$ cat config.mk
export PLATFORM = sky130hd
export DESIGN_NAME = exception_sequencer
export DESIGN_NICKNAME = d
export VERILOG_FILES = /design/src/rtl/exception_sequencer.sv
export SDC_FILE = /design/constraint.sdc
export NUM_CORES = 1
export LEC_CHECK = 0
export BUFFER_PORTS_ARGS = -buffer_cell sky130_fd_sc_hd__buf_2
export CAP_MARGIN = 20
export CORE_MARGIN = 1
export CORE_UTILIZATION = 35
export CTS_BUF_LIST = sky130_fd_sc_hd__clkbuf_8
export CTS_CLUSTER_SIZE = 20
export DETAILED_ROUTE_END_ITERATION = 6
export PLACE_DENSITY = 0.74
export SYNTH_ARGS = -nofsm -noshare
export SYNTH_HDL_FRONTEND = slang
export SYNTH_SLANG_ARGS = --single-unit
export TNS_END_PERCENT = 100
$ cat constraint.sdc
create_clock -name clk -period 3.2 [get_ports clk]
set_input_delay 0.64 -clock clk [delete_from_list [all_inputs] [get_ports clk]]
set_output_delay 0.64 -clock clk [all_outputs]
set_load 0.05 [all_outputs]
$ cat src/rtl/exception_sequencer.sv
// exception_sequencer: trap/eret PC-source sequencer with EPC save and vector fetch; define EXC_CAUSE_EN to add the cause output.
module exception_sequencer #(
    parameter int          MEM_LATENCY = 2,
    parameter logic [31:0] VEC_BASE    = 32'd253
) (
    input  logic        clk,
    input  logic        reset,
    input  logic [2:0]  ctl_pc_source,
    input  logic        ctl_pc_write,
    input  logic        trap_opcode,
    input  logic        trap_overflow,
    input  logic        trap_div0,
    input  logic        eret,
    input  logic [31:0] pc_current,
    input  logic [7:0]  mem_data_in,
    output logic [2:0]  pc_source,
    output logic        pc_write,
    output logic [31:0] epc_output,
    output logic [31:0] exception_address,
    output logic [31:0] mem_addr,
    output logic        mem_read,
    output logic        busy
`ifdef EXC_CAUSE_EN
    ,
    output logic [1:0]  cause
`endif
);
    typedef enum logic [2:0] {IDLE, SAVE, WAIT, LOAD, JUMP, RET} state_t;
    state_t      state_q, state_d;
    logic [2:0]  cnt_q, cnt_d;
    logic [31:0] epc_q, epc_d, exc_q, exc_d, addr_q, addr_d;
    logic        trap;
    logic [1:0]  off;
    assign trap = trap_opcode | trap_overflow | trap_div0;
    assign off  = trap_opcode ? 2'd0 : trap_overflow ? 2'd1 : 2'd2;
    // next-state and output decode; only IDLE passes the main control through
    always_comb begin
        state_d   = state_q;
        cnt_d     = cnt_q;
        epc_d     = epc_q;
        exc_d     = exc_q;
        addr_d    = addr_q;
        pc_source = 3'd0;
        pc_write  = 1'b0;
        mem_read  = 1'b0;
        busy      = 1'b1;
        case (state_q)
            IDLE: begin
                pc_source = ctl_pc_source;
                pc_write  = ctl_pc_write;
                busy      = 1'b0;
                addr_d    = trap ? VEC_BASE + {30'b0, off} : addr_q;
                state_d   = trap ? SAVE : eret ? RET : IDLE;
            end
            SAVE: begin
                mem_read = 1'b1;
                epc_d    = pc_current - 32'd4;
                cnt_d    = 3'(MEM_LATENCY - 1);
                state_d  = (MEM_LATENCY == 1) ? LOAD : WAIT;
            end
            WAIT: begin
                cnt_d   = (cnt_q == 3'd0) ? 3'd0 : cnt_q - 3'd1;
                state_d = (cnt_q == 3'd0) ? LOAD : WAIT;
            end
            LOAD: begin
                exc_d   = {24'b0, mem_data_in};
                state_d = JUMP;
            end
            JUMP: begin
                pc_source = 3'd4;
                pc_write  = 1'b1;
                state_d   = IDLE;
            end
            RET: begin
                pc_source = 3'd3;
                pc_write  = 1'b1;
                state_d   = IDLE;
            end
            default: state_d = IDLE;
        endcase
    end
    // state and datapath registers; reset abandons any in-flight fetch
    always_ff @(posedge clk) begin
        if (reset) begin
            state_q <= IDLE;
            cnt_q   <= 3'd0;
            epc_q   <= 32'd0;
            exc_q   <= 32'd0;
            addr_q  <= 32'd0;
        end else begin
            state_q <= state_d;
            cnt_q   <= cnt_d;
            epc_q   <= epc_d;
            exc_q   <= exc_d;
            addr_q  <= addr_d;
        end
    end
    assign epc_output        = epc_q;
    assign exception_address = exc_q;
    assign mem_addr          = addr_q;
`ifdef EXC_CAUSE_EN
    logic [1:0] cause_q, cause_d;
    // cause is captured with the winning trap and cleared when a return completes
    always_comb cause_d = (state_q == IDLE && trap) ? off + 2'd1 : (state_q == RET) ? 2'd0 : cause_q;
    // cause register
    always_ff @(posedge clk) begin
        if (reset) cause_q <= 2'd0;
        else cause_q <= cause_d;
    end
    assign cause = cause_q;
`endif
endmodule

**Yosys cells after proc, flatten, opt, wreduce, memory -nomap -nowiden**

Index checks and enable logic that the tools add are counted.

- Register bits: 78
- Bits in latches: 0
- Bits in writable memories: 0
- Memory bits (read-only): 0
- Bits of input ports: 50
- Output and inout port bits: 102
- Word-level logic and storage cells: 32
- Memories kept: 0

- $add $sub $neg: 3
- $mul: 0
- Div/mod/pow operators: 0
- $lt $le $gt $ge: 0
- Eq/ne operators: 5
- Shift operators: 0
- Muxes and demuxes: 12
- Bitwise logic cells: 2
- Reductions and logical operators: 5

Operators by type and width:

| kind | count |
|---|---|
| subtractor 32 x 3 -> 32 bit (second input constant) | 1 |
| one-hot mux 3 bit (4 select lines) | 1 |
| adder 8 x 2 -> 9 bit (first input constant) | 1 |
| 2-to-1 mux 3 bit | 3 |
| one-hot mux 3 bit (3 select lines) | 1 |
| == test 3 x 2 -> 1 bit (second input constant) | 2 |
| == test 3 bit (second input constant) | 2 |
| logical NOT 3 bit | 2 |
| one-hot mux 3 bit (2 select lines) | 1 |
| 2-to-1 mux 2 bit | 2 |
| == test 3 x 1 -> 1 bit (second input constant) | 1 |
| 2-to-1 mux 1 bit | 3 |
| subtractor 3 x 1 -> 3 bit (second input constant) | 1 |
| OR 1 bit | 2 |
| one-hot mux 1 bit (2 select lines) | 1 |
| AND reduction 2 bit | 1 |
| nonzero test 2 bit | 1 |
| OR reduction 2 bit | 1 |

**Longest topological paths before layout**

- Depth in word-level cells: 4
- Gate-level depth with buffers: 8
- Depth with buffers taken out: 6

**Least setup slack after synthesis**

No wires, ideal clock.

- Path kind: register to output
- Start point: reg state_q[2]
- End point: out mem_read
- Data arrival time: 1.815 ns
- Path slack: 0.745 ns
- Stages on the path, launching flop included: 7
- Cell sequence: dfxtp_1 clkbuf_1 or3b_1 clkbuf_1 inv_2 buf_6 clkbuf_1

- Longest elaborated chain between the ends: 2

Ends and longest elaborated chain:

| item | line | RTL |
|---|---|---|
| start, declared | 29 | `state_t state_q, state_d;` |
| start signal, assigned | 91 | `state_q <= state_d;` |
| == test 3 x 1 -> 1 bit | 47 | `case (state_q)` |
| 2-to-1 mux 1 bit | 47 |  |
| end, declared | 21 | `output logic mem_read,` |

No other way between the ends.

**Worst setup path in the final report**

- Start point: reg state_q[0]
- End point: out mem_read

Same word-level chain as after synthesis.

==> run summary <==
status: finished clean
vias in the first global route: 2259
most common cell in the netlist: buf_4
area of the multi-input gates: 0.00151 mm²
clk root buf: clkbuf_8
CTS tree: done
crit path DAT: 1.80 ns
Placed Cells: 527
Synthesis Warnings: 0
syn avg cell area: 8.36 µm²
initial antenna violation count: 0
# rows: 32
post-CTS setup buffers: 0
share of layout cells above drive strength 1: 28.9%
Final Skew: 0.00875 ns
clock buffer depth: 2
Fin Setup TNS: 0 ns
Place WS: 0.574 ns
gr ovfl total: 0
FILL cells: 813
worst setup margin: 0.760 ns
Vias: 2636
clock latency on the worst-skew pair: 0.30 ns
Buffers on Ports: 104
Finished Layout Cells: 535
LEAKAGE: 0.00157 µW
Avg Vias per Cell: 4.93
Slew HR: 56.0%
detailed-routing iteration count for the pre-antenna-repair pass: 4
Worst EP required: 2.56 ns
Hold Vio Cnt, Final: 0
I/O Pins: 152
top post-synthesis cells by area: dfxtp_1 35%, buf_4 14%, nor2_1 4.8%
global-route wire length before repair: 10400 µm
GRT Total Usage: 15.0%
die area: 0.00856 mm²
Worst Setup Start Kind: flop
HPWL Detailed: 5080 µm
post-synthesis sequential area ratio: 34.9%
Residual DRC: 0
Die Height: 92.5 µm
Synth top area share: 34.9%
Synth Instances: 343
Worst-path clk slew: 0.09 ns
Netlist cell types: 49
Reg area: 0.00100 mm²
cts hold-fix bufs: 0
Post-DRT Antenna Nets: 0
Worst VDD drop: 0.319 mV
Layout area overhead: 16.3%
fin nets: 484
starting DRC count in detailed routing: 79
synthesized area: 0.00287 mm²
worst-path maximum fanout: 15
Max Slew Vio Count: 0
fmax: 0.410 GHz
FF+latch count, synth: 50
critical path class: flop to output pin
worst slew pin tran: 0.654 ns
H-tree Lvls: 2
Die X: 92.5 µm
GPL Wtd Cong: 0.798
Post-synth EDFFs: 0
Post-synth top cells: 53 x buf_4, 50 x dfxtp_1, 37 x nor2_1
pin count of the biggest net entering global routing: 61
ys async rst share: 0%
WL/cell: 12.5 µm
top_reg_cell synth: dfxtp_1
PD cells: 734 mW/mm²
Final Cycle Share: 76.3%
Tmin final: 2.44 ns
# clock sinks: 50
Core ar.: 0.00785 mm²
cell accounting for the most synthesized area: dfxtp_1
RSZ-0062 raised after global routing: no
number of CTS-inserted buffers: 5
Min-Delay Path Class: flop to flop
Ant. Diodes: 0
CP Capture Type: output pin
final setup vio count: 0
Post-Route WL: 6670 µm
max_cap viols: 0
# resized after CTS: 0
Initial Utilization: 36.6%
[critical path, cell delays in order (launching register included)]
cell and delay, ns:
dfxtp_1 0.46, or3b_1 0.62, inv_2 0.15, buf_2 0.27
[placed cells by master, fill, tap and decap left out, drive strengths merged, types with 3 or more instances in the layout]
cell / n
inv: 13
nor3: 14
conb: 47
nand2b: 3
xnor2: 3
mux2i: 11
a21oi: 15
xor2: 8
or3: 5
a31oi: 10
or4: 8
clkbuf: 5
o31ai: 7
nor4: 5
nand2: 13
o21ai: 22
dfxtp: 50
buf: 106
nand3: 11
nor2: 37
a211oi: 11
and4: 4
[metrics by stage]
step	instance area (µm²)	hold slack [ns]	util (%)	power [µW]
floorplan	3040	0.448	-	1820
global placement	3220	0.438	41.0	1990
detailed placement	3220	0.446	41.0	2000
CTS	3340	0.459	42.5	2470
global route	3340	0.497	42.5	2580
finish	3340	0.455	42.5	2450
[cells by family after synthesis]
kind of cell               synth area share [%]
DFF                                        34.9
buffers and inverters                      18.4
AOI/OAI and AO/OA                          16.3
and+or+nand+nor                            21.8
xor gates and xnor gates                   3.36
adders and majority gates                 0.872
muxes                                      4.23
other                                     0.131
[final timing paths]
| path | end | from | slack [ns] | cells after the start |
|---|---|---|---|---|
| worst min-delay path | epc_output[1]$_SDFFE_PP0P_ | epc_output[1]$_SDFFE_PP0P_ | 0.46 | 2 |
| worst min register to register | epc_output[1]$_SDFFE_PP0P_ | epc_output[1]$_SDFFE_PP0P_ | 0.46 | 2 |
| worst max register to register | epc_output[26]$_SDFFE_PP0P_ | state_q[0]$_SDFF_PP0_ | 0.93 | 6 |
| worst max-delay path | mem_read | state_q[0]$_SDFF_PP0_ | 0.76 | 3 |
[cell type report]
cell class / instances / share of cell area (%)
tap: 102 / 3.83
timing repair buffer: 106 / 16.1
clock inverter: 3 / 1.43
inverter: 11 / 1.24
sequential: 50 / 30.0
clock buffer: 5 / 2.06
multi-input combinational: 258 / 45.4
[state kept, by name, indices dropped and copies added (netlist names)]
signal,cells
mem_addr,4
epc_output,32
exception_address,8
state_q,3
cnt_q,3
[power by group]
group	internal, µW	switching [µW]
Clock	239	225
Sequential	743	71.7
Combinational	249	921
[routing by layer]
metal | part of all wire, % | vias to the layer above | global-route usage, %
met5 | 0 | - | 0
met4 | 1.0 | 0 | 3.91
met1 | 44 | 1234 | 18.1
met2 | 50 | 91 | 27.3
li1 | - | 1305 | -
met3 | 5.2 | 6 | 2.63
Note: power is estimated with default switching activity, not from simulation.
